### src/rtl/fifo_read_ctrl.sv
// FIFO read-side control: pop arbitration, read pointer, occupancy, flags.
// Define FIFO_ERR_STICKY_EN to hold underflow/overflow until reset.
module fifo_read_ctrl #(
    parameter int MEM_SIZE  = 4,
    parameter int WORD_SIZE = 6,
    parameter int PTR       = 3
) (
    input  logic                 clk,
    input  logic                 reset,
    input  logic                 fifo_rd,
    input  logic                 push,
    input  logic [WORD_SIZE-1:0] mem_rd_data,
    input  logic [PTR-1:0]       thr_high,
    input  logic [PTR-1:0]       thr_low,
    output logic [PTR-1:0]       rd_ptr,
    output logic                 pop,
    output logic [WORD_SIZE-1:0] data_out,
    output logic                 valid_out,
    output logic [PTR-1:0]       count,
    output logic                 fifo_full,
    output logic                 fifo_empty,
    output logic                 almost_full,
    output logic                 almost_empty,
    output logic                 underflow,
    output logic                 overflow
);

    localparam logic [PTR-1:0] FULL_CNT = PTR'(MEM_SIZE);
    localparam logic [PTR-1:0] LAST_PTR = PTR'(MEM_SIZE - 1);
    localparam logic [PTR-1:0] ONE      = PTR'(1);

    typedef enum logic [1:0] {
        INIT   = 2'd0,
        IDLE   = 2'd1,
        ACTIVE = 2'd2
    } state_t;

    state_t         state;
    logic [PTR-1:0] thr_high_lat;
    logic [PTR-1:0] thr_low_lat;
    logic [PTR-1:0] count_next;
    logic           underflow_evt;
    logic           overflow_evt;

    // Flags decode from the registered occupancy only.
    assign fifo_full    = (count == FULL_CNT);
    assign fifo_empty   = (count == '0);
    assign almost_full  = (count >= thr_high_lat);
    assign almost_empty = (count <= thr_low_lat);

    // A pop needs stored data; a same-cycle push is never bypassed.
    assign pop = fifo_rd & ~fifo_empty & (state != INIT) & ~reset;

    assign underflow_evt = fifo_rd & fifo_empty;
    assign overflow_evt  = push & fifo_full & ~pop;

    // Next occupancy: simultaneous push/pop cancel, saturate at full.
    always_comb begin
        count_next = count;
        if (push && !pop && count != FULL_CNT) begin
            count_next = count + ONE;
        end else if (pop && !push) begin
            count_next = count - ONE;
        end
    end

    // Control FSM; thresholds are captured only while in INIT.
    always_ff @(posedge clk) begin
        if (reset) begin
            state        <= INIT;
            thr_high_lat <= LAST_PTR;
            thr_low_lat  <= ONE;
        end else begin
            unique case (state)
                INIT: begin
                    thr_high_lat <= thr_high;
                    thr_low_lat  <= thr_low;
                    state        <= IDLE;
                end
                IDLE: begin
                    if (push) begin
                        state <= ACTIVE;
                    end
                end
                ACTIVE: begin
                    if (count_next == '0) begin
                        state <= IDLE;
                    end
                end
                default: state <= INIT;
            endcase
        end
    end

    // Occupancy, read pointer and registered read data.
    always_ff @(posedge clk) begin
        if (reset) begin
            count     <= '0;
            rd_ptr    <= '0;
            data_out  <= '0;
            valid_out <= 1'b0;
        end else begin
            count     <= count_next;
            valid_out <= pop;
            if (pop) begin
                data_out <= mem_rd_data;
                if (rd_ptr == LAST_PTR) begin
                    rd_ptr <= '0;
                end else begin
                    rd_ptr <= rd_ptr + ONE;
                end
            end
        end
    end

`ifdef FIFO_ERR_STICKY_EN
    // Error flags latch on the first offending event until reset.
    always_ff @(posedge clk) begin
        if (reset) begin
            underflow <= 1'b0;
            overflow  <= 1'b0;
        end else begin
            underflow <= underflow | underflow_evt;
            overflow  <= overflow | overflow_evt;
        end
    end
`else
    // Error flags pulse for one cycle after each offending event.
    always_ff @(posedge clk) begin
        if (reset) begin
            underflow <= 1'b0;
            overflow  <= 1'b0;
        end else begin
            underflow <= underflow_evt;
            overflow  <= overflow_evt;
        end
    end
`endif

    // Occupancy must stay within the physical depth.
    a_count_range: assert property (
        @(posedge clk) disable iff (reset) count <= FULL_CNT
    );

    // A pop is only ever granted against stored data.
    a_pop_nonempty: assert property (
        @(posedge clk) disable iff (reset) pop |-> !fifo_empty
    );

endmodule

### config.mk
export PLATFORM = sky130hd
export DESIGN_NAME = fifo_read_ctrl
export DESIGN_NICKNAME = d
export VERILOG_FILES = /design/src/rtl/fifo_read_ctrl.sv
export SDC_FILE = /design/constraint.sdc
export NUM_CORES = 1
export LEC_CHECK = 0
export ABC_CLOCK_PERIOD_IN_PS = 1900
export CAP_MARGIN = 0
export CELL_PAD_IN_SITES_DETAIL_PLACEMENT = 0
export CELL_PAD_IN_SITES_GLOBAL_PLACEMENT = 1
export CORE_MARGIN = 10
export CORE_UTILIZATION = 30
export CTS_BUF_LIST = sky130_fd_sc_hd__clkbuf_16
export CTS_CLUSTER_SIZE = 8
export DETAILED_ROUTE_END_ITERATION = 10
export PLACE_DENSITY_LB_ADDON = 0.15
export SETUP_SLACK_MARGIN = 0.5
export SYNTH_ARGS = -nofsm -noshare
export SYNTH_HDL_FRONTEND = slang
export SYNTH_SLANG_ARGS = --single-unit
export TNS_END_PERCENT = 30
### constraint.sdc
create_clock -name clk -period 1.9 [get_ports clk]
set_input_delay 0.38 -clock clk [delete_from_list [all_inputs] [get_ports clk]]
set_output_delay 0.38 -clock clk [all_outputs]
set_load 0.005 [all_outputs]
After elaboration in Yosys (flattened, before gate mapping)

Index checks and enable logic that the tools add are counted.
W data, S select, Z words.

Bitwise operators: 9
Equality and inequality tests: 7
Order comparisons: 2
Add/subtract/negate cells: 3
Reduce and logical (&&, ||, !) cells: 10
Multiplexer cells: 6

Operator list:

| kind                  | number |
|---|---|
| $mux W3               | 3 |
| $add A3 B1 Y3 const B | 2 |
| $and A1 B1 Y1         | 6 |
| $logic_not A3 Y1      | 2 |
| $pmux W2 S3           | 1 |
| $mux W2               | 2 |
| $ne A2 B2 Y1 const B  | 2 |
| $eq A3 B2 Y1 const B  | 1 |
| $eq A3 B3 Y1 const B  | 1 |
| $ge A3 B3 Y1          | 1 |
| $le A3 B3 Y1          | 1 |
| $logic_and A1 B1 Y1   | 3 |
| $ne A3 B3 Y1 const B  | 1 |
| $not A1 Y1            | 3 |
| $sub A3 B1 Y3 const B | 1 |
| $eq A2 B1 Y1 const B  | 1 |
| $eq A2 B2 Y1 const B  | 1 |
| $logic_not A1 Y1      | 2 |
| $logic_not A2 Y1      | 1 |
| $reduce_and A2 Y1     | 1 |
| $reduce_bool A2 Y1    | 1 |

Register bits after elaboration: 23
Logic and storage cells: 46
Output and inout bits: 20
Input bits: 16

Depth between registers and ports, before layout

Gate-level depths: netlist of run 1.

Depth after elaboration: 12
Gate-level depth with buffers: 9
Gate-level depth less buffers: 8

Worst setup path before layout of run 1

OpenSTA, ideal clock, no wires.

Path kind: register -> register
From: register count[0]
To: register state[0]
Data required time: 1.766 ns
Period minus slack after synthesis: 2.098 ns
Buffers on the path: 1
Setup time: 0.134 ns
Stages on the path, launching flop included: 9
Arrival: 1.965 ns
Path slack: -0.198 ns
Path through: dfxtp_1 inv_1 ha_1 buf_2 nor2b_4 or3_4 a311o_1 nand4_1 a211oi_1

Longest elaborated chain between the ends: 12
Elaborated cells on any way between the ends: 17
Classes of those cells: add/sub (2); eq/ne (2); mux (2); bitwise (4); reduce/logical (7)

RTL lines:

| what                                 | line | source |
|---|---|---|
| start: declaration                   | 19   | `output logic [PTR-1:0] count,` |
| start signal: assignment             | 103  | `count <= count_next;` |
| $logic_not A3 Y1 *                   | 47   | `assign fifo_empty = (count == '0);` |
| via fifo_empty                       | 21   | `output logic fifo_empty,` |
| $not A1 Y1 *                         | 52   | `assign pop = fifo_rd & ~fifo_empty & (state != INIT) & ~reset;` |
| $and A1 B1 Y1 * (3 in series)        | 52   |  |
| $logic_not A1 Y1                     | 60   | `if (push && !pop && count != FULL_CNT) begin` |
| $logic_and A1 B1 Y1 (2 in series)    | 60   |  |
| $mux W3 *                            | 60   |  |
| $logic_not A3 Y1 *                   | 86   | `if (count_next == '0) begin` |
| $ne A2 B2 Y1 (no source line) *      | n/a  |  |
| $reduce_and A2 Y1 (no source line) * | n/a  |  |
| end signal: assignment               | 70   | `state <= INIT;` |
| end signal: assignment               | 87   | `state <= IDLE;` |
| end signal: assignment               | 90   | `default: state <= INIT;` |
| end: declaration                     | 38   | `state_t state;` |

Mark *: on every way through the listed nets, which the timed path passes. The rest lies on a longest branch.
A chain may end at the register's enable or synchronous reset.

Final worst setup path of run 1

From: register count[0]
To: register state[0]

Longest elaborated chain between the ends: 12
Elaborated cells on any way between the ends: 17
Classes of those cells: add/sub (2); eq/ne (2); mux (2); bitwise (4); reduce/logical (7)

RTL lines:

| what                                 | line |
|---|---|
| $logic_not A3 Y1                     | 47 |
| $not A1 Y1                           | 52 |
| $and A1 B1 Y1 (3 in series)          | 52 |
| $logic_not A1 Y1                     | 60 |
| $logic_and A1 B1 Y1 (2 in series)    | 60 |
| $mux W3 *                            | 60 |
| $logic_not A3 Y1 *                   | 86 |
| $ne A2 B2 Y1 (no source line) *      | n/a |
| $reduce_and A2 Y1 (no source line) * | n/a |

Mark *: on every way between the ends. The rest lies on a longest branch, timed or not.

==> summary.txt, run 1 <==
Status
  – Status: complete, no violations

Setup path
  – Reg-to-reg slack, setup: 30 ps
  – CP Data Arrival Time: between 2000 and 2500 ps
  – Startpoint types: flop
  – WP data required: 2070 ps
  – Worst Setup Path Type: reg2reg
  – Critical path fanouts, max: 3
  – Worst reg2reg endpoint: state[0]
  – Worst flop-to-flop path startpoint: count[0]
  – Worst Setup SP: count[0]
  – Critical Path End Type: flop
  – Worst R2R Path Depth: 8

Placed design
  – RD Place Congestion: 0.844
  – HPWL after detailed placement: 2.61 mm
  – IO buf count: 35
  – Cell area after placement: 0.00177 mm2

Clock network
  – TritonCTS Buffers: 3
  – Hold Buf Count CTS: 0
  – CTS H-tree depth: 1
  – CTS Sinks: 23
  – Clk pin slew, worst setup/hold paths: around 60 ps
  – TritonCTS clock tree: done
  – Worst skew pair latency: 260 ps
  – Clock root cell: clkbuf_16
  – Longest Clk Path Bufs: 2

Routing
  – Drt total wl: slightly below 4 mm
  – Iter 0 DRT Violations: 28
  – Via-to-Cell Ratio: between 4 and 5
  – Residual DRC: 0
  – Via count: 1,220
  – Antenna Nets Post-Route: 0
  – Drt pass-1 iters: 4
  – Avg WL per Cell: 15.4 um

GRT
  – Largest net degree at the start of global routing: 23
  – Initial antenna violation count: 0
  – Number of global-route vias before repair: between 1,000 and 1,500
  – Remaining global-route overflow: 0
  – Total GRT Usage: 10.5%
  – First-pass GRT wire length: 6.20 mm

Final layout
  – Synth-to-Final Area Change: 85.1%
  – Multi-input logic area: 902 um2
  – Share of layout cells above drive strength 1: 41.6%
  – Final Instance Area: 0.00222 mm2
  – Fillers: 325
  – FF/Latch Area: approximately 470 um2
  – Nets@finish: between 200 and 250
  – Ant diodes: 0

Die
  – Initial Utilization: 31.8%
  – Cell Rows: 22
  – Die W: just over 80 um
  – Area of the core: ~0.0038 mm2
  – I/O pin total: 36
  – Die area: 0.00692 mm2
  – Die Y: 83.2 um

Power
  – Power Internal: 1.14 mW
  – P_leak: 1.17 nW
  – Comb power frac: 37.5%
  – Max VDD drop: 0.378 mV
  – Switching Fraction: around 30%
  – Reg power frac: 33.7%
  – Pwr dens: about 730 mW/mm2
  – Sw power: 477 uW
  – Clock share of power: ~29%

Worst hold path
  – Hold path startpoint: data_out[5]
  – Hold endpoint: data_out[5]
  – Hold depth: 2
  – Worst Hold Class: reg2reg

Synthesis
  – Synth cell types: 39
  – Yosys top cell area share: 38.5%
  – Dominant cell type by area after synthesis: dfxtp_1
  – Synthesized Nets: about 170
  – Top FF cell, synth: dfxtp_1
  – Synthesis Warnings: 0
  – Post-synthesis sequential area ratio: between 30% and 40%
  – Syn Inst Count: about 140
  – Post-synth ARST share: 0%
  – Cell with the most instances after synthesis: dfxtp_1
  – Syn Area/Cell: 8.49 um2
  – Commonest cells in the netlist: dfxtp_1, nand2_1, a21oi_1
  – Yosys reg bits: 23
  – Mapped Area: 0.00120 mm2
  – Largest cells by area after synthesis: dfxtp_1, ha_1, a21oi_1
  – Number of flops mapped to enable cells by yosys: 0

Timing
  – RSZ-0062 raised after global routing: true
  – Worst-Margin Slew: 290 ps
  – FMAX: 0.535 GHz
  – WHS: 457 ps
  – Crit path time final: around 1900 ps
  – Final setup violation count: 0
  – Skew final: 4.51 ps
  – Final hold viol count: 0
  – Period utilisation layout: between 90% and 100%
  – Slew margin rel.: 80.6%
  – Final number of max-transition violations: 0

Run
  – Max_cap viols: 0
cell type report:
class                      instances  share of cell area [%]
clock buffer                       3                    3.39
tap                               48                    2.71
sequential                        23                    21.4
inverter                           9                    1.98
clock inverter                     1                   0.226
multi-input combinational        102                    40.7
timing repair buffer              64                    29.6
placed cells by master (no fill, tap or decap), types with 2 or more instances in the layout:
cell,n
inv_2,2
dfxtp_1,18
clkdlybuf4s50_1,12
nor2_1,8
nor4b_2,2
buf_2,2
a211o_1,3
inv_4,2
o21a_1,2
nand2b_4,2
dlymetal6s2s_1,15
dlygate4sd2_1,2
dfxtp_2,2
buf_6,10
a21oi_2,7
dfxtp_4,3
a21o_1,2
ha_4,3
o21ai_0,4
ha_1,6
inv_1,4
buf_4,17
nand3b_1,2
buf_8,3
nand2_4,6
a21oi_1,7
nand4_1,2
nor3_4,2
nor2b_1,4
nand2_1,13
clkbuf_16,3
flip-flops by register name, summed over array words and instances (netlist names):
register,flops
valid_out,1
data_out,6
thr_high_lat,3
overflow,1
underflow,1
state,2
count,3
thr_low_lat,3
rd_ptr,3
what timing repair did:
action,4_1_cts,5_1_grt
setup buffers,9,0
pin swaps,7,22
cloned,0,0
endpoints found under the setup margin,35,36
endpoints found under the hold margin,0,0
resized for setup,38,64
routing by layer:
layer / vias up / part of all wire (%) / track usage, %
met4: 0 / 0.39 / 3.23
met3: 2 / 4.4 / 3.22
li1: 617 / - / -
met1: 581 / 43 / 11.7
met5: - / 0 / 0
met2: 20 / 53 / 18.3
metrics by stage:
stage / setup slack [ps] / power (mW) / std cells / TNS (ps) / utilization (%)
floorplan: 74.9 / 0.808 / 141 / 0 / -
global placement: -394 / 1.02 / 237 / -1460 / 46.8
detailed placement: -396 / 1.03 / 237 / -1540 / 46.8
CTS: 30.7 / 1.55 / 250 / 0 / 52.7
global route: -52.3 / 1.71 / 250 / -129 / 58.8
finish: 31.8 / 1.62 / 250 / 0 / 58.8
worst max-delay path by stage:
stage,cells past startpoint,to,slack (ps)
final,8,state[0],30
after global placement,5,pop,-390
after global routing,8,state[0],-50
after detailed placement,5,pop,-400
after floorplan,8,state[1],70
after CTS,5,almost_full,30
cells by family after synthesis:
group / Yosys count / share of synthesized area [%]
flip-flops: 23 / 38.5
multiplexers: 2 / 1.67
AO/OA/AOI/OAI: 35 / 18.7
buffers and inverters: 16 / 5.22
adder cells (fa/ha/maj): 10 / 10.4
AND/OR/NAND/NOR: 54 / 24.8
XOR/XNOR: 1 / 0.732
worst max-delay path: stages (launching register included):
cell and delay (ps):
dfxtp_4 370, inv_6 50, ha_4 150, buf_6 110, or3_1 360, o32a_1 290
nand4_1 110, nand4_1 130, a211oi_1 220
power groups by stage:
| stage | clock [mW] | combinational [mW] | sequential, mW |
|---|---|---|---|
| 5_1_grt | 0.501 | 0.660 | 0.550 |
| 2_1_floorplan | 0 | 0.247 | 0.561 |
| 3_3_place_gp | 0 | 0.469 | 0.551 |
| 4_1_cts | 0.472 | 0.540 | 0.543 |
| 3_5_place_dp | 0 | 0.476 | 0.553 |
| 6_report | 0.465 | 0.607 | 0.545 |
Note: power is estimated with default switching activity, not from simulation.
==> run 2, diff against run 1 <==
- ABC_CLOCK_PERIOD_IN_PS: 1900 -> 2100
- CORE_UTILIZATION: 30 -> 33
- clock period: 1.9 -> 2.1 ns (I/O delays scaled with it)
==> run 2 against run 1 <==
Net effect:
- die area fell by 6.9%
- highest routed layer unchanged
- via count fell by 3.2%
- clock-buffer cell count did not move
- largest cell class unchanged
==> summary.txt, run 2 (same netlist as run 1, synthesis figures left out) <==
Final layout
  – Largest Register: data_out
  – Commonest non-fill, non-tap cell in the layout: clkdlybuf4s50_1
  – Synth-to-Final Area Change: 64.3%
  – Share of layout cells above drive strength 1: 28.9%
  – Layout Utilization: 57.6%
  – Max reg flops: 6
  – Final Instance Area: slightly below 0.002 mm2
  – Nets@finish: 221
  – Most frequent cells in the layout: clkdlybuf4s50_1, dfxtp_1, nand2_1, buf_4, a21oi_1
  – Ant diodes: 0

Die
  – I/O pin total: 36
  – Die area: 0.00644 mm2
  – Cell Rows: 21
  – Die Y: 80.2 um
  – Area of the core: 0.00342 mm2
  – Initial Utilization: 35.1%
  – Die W: 80.2 um

Routing
  – Wl on met1: 1.47 mm
  – Routed wl met3: 166 um
  – Avg WL per Cell: 14.2 um
  – Drt total wl: 3.41 mm
  – Via-to-Cell Ratio: 4.92
  – Wire length on met2: 1.69 mm
  – Top Layer Used: met4
  – Via count: 1,181
  – Iter 0 DRT Violations: around 120
  – Antenna Nets Post-Route: 0
  – Residual DRC: 0
  – Drt pass-1 iters: 4

Timing
  – Worst-Margin Slew: 336 ps
  – FMAX: 0.529 GHz
  – Final setup violation count: 0
  – RSZ-0062 raised after global routing: true
  – Period utilisation layout: 90.1%
  – Final hold viol count: 0
  – Slew margin rel.: just under 80%
  – Skew final: 3.23 ps
  – WHS: 458 ps
  – Crit path time final: 1890 ps
  – Final number of max-transition violations: 0

Clock network
  – CTS Sinks: 23
  – Hold Buf Count CTS: 0
  – Clock root cell: clkbuf_16
  – CTS H-tree depth: 1
  – Longest Clk Path Bufs: 2
  – Clk pin slew, worst setup/hold paths: 60 ps
  – TritonCTS Buffers: 3
  – Worst skew pair latency: 260 ps
  – TritonCTS clock tree: done

GRT
  – Total GRT Usage: 11.0%
  – Number of global-route vias before repair: between 1,000 and 1,500
  – First-pass GRT wire length: 5.64 mm
  – Largest net degree at the start of global routing: 23
  – Initial antenna violation count: 0
  – Remaining global-route overflow: 0

Setup path
  – Startpoint types: flop
  – Critical path fanouts, max: 5
  – Worst path cell trace: inv_6, ha_4, nor2b_4, or3_4, inv_4, buf_6
  – Crit path max-delay cell type: dfxtp_4
  – Largest stage delay, worst path: between 300 and 400 ps
  – CP Data Arrival Time: around 1500 ps
  – Critical Path End Type: primary output
  – Worst Setup Path Type: reg2out
  – WP data required: 1680 ps

Power
  – Comb power frac: between 30% and 40%
  – Switching Fraction: 28.5%
  – Max VDD drop: 0.366 mV
  – Power Internal: 1.02 mW
  – Clock share of power: 29.5%
  – Sw power: 405 uW
  – Pwr dens: between 700 and 800 mW/mm2
  – P_leak: 0.813 nW
  – Reg power frac: 34.9%

Run
  – Max_cap viols: 0

Placed design
  – RD Place Congestion: 0.823
  – IO buf count: 35
  – HPWL after detailed placement: 2.49 mm
  – Cell area after placement: 0.00170 mm2

Worst hold path
  – Worst Hold Class: reg2reg

Status
  – Status: complete, no violations
run 2: changes by cell type in the layout (fill, tap and decap cells not counted), moves of 2 or more:
cell and delta:
nor4b_2 -2, dfxtp_1 +2, nand2_4 -5, a21oi_1 +7
dlymetal6s2s_1 -15, buf_6 -4, clkdlybuf4s50_1 +16, a21oi_2 -6
nand2_1 +6, nor4b_1 +2, buf_8 -3
run 2: power by group through the flow:
stage          Sequential (mW)  Clock [mW]  Combinational, mW
6_report                 0.496       0.419              0.506
5_1_grt                  0.500       0.460              0.555
4_1_cts                  0.496       0.431              0.477
3_5_place_dp             0.504           0              0.402
3_3_place_gp             0.503           0              0.391
2_1_floorplan            0.508           0              0.223
run 2: stage by stage:
step / setup slack (ps) / TNS [ps] / power, mW / std cells
3_3_place_gp: -275 / -506 / 0.894 / 227
3_5_place_dp: -282 / -671 / 0.906 / 227
6_report: 208 / 0 / 1.42 / 240
5_1_grt: 125 / 0 / 1.52 / 240
4_1_cts: 214 / 0 / 1.40 / 239
2_1_floorplan: 275 / 0 / 0.731 / 141
run 2: worst paths after layout:
path,start,slack [ps],end,cells past startpoint
worst max-delay path,count[0],210,pop,6
worst max register to register,count[0],210,state[1],8
worst min register to register,data_out[2],460,data_out[2],2
worst min-delay path,data_out[2],460,data_out[2],2
run 2: timing repair:
action / in CTS / in global routing
buffers inserted: 8 / 1
gates resized for setup: 39 / 11
endpoints found under the hold margin: 0 / 0
pin swaps: 5 / 3
endpoints found under the setup margin: 22 / 17
run 2: worst max-delay path: cells and delay by family (launching register included):
kind | cells | cell delay [ps]
buffers and inverters | 3 | 200
and+or+nand+nor | 2 | 480
adders and majority gates | 1 | 160
DFF | 1 | 370
run 2: area by class of cell:
cell class / instances / area (um2)
Clock buffer: 3 / 75.1
Clock inverter: 1 / 5.00
Fill cell: 321 / 1450
Inverter: 9 / 43.8
Multi-Input combinational cell: 102 / 793
Sequential cell: 23 / 469
Tap cell: 46 / 57.6
Timing Repair Buffer: 56 / 523
run 2: routing by layer:
layer | GRT usage (%) | vias up
met1 | 11.7 | 548
met3 | 3.01 | 7
met2 | 19.4 | 28
met4 | 5.28 | 0
met5 | 0 | -
li1 | - | 598
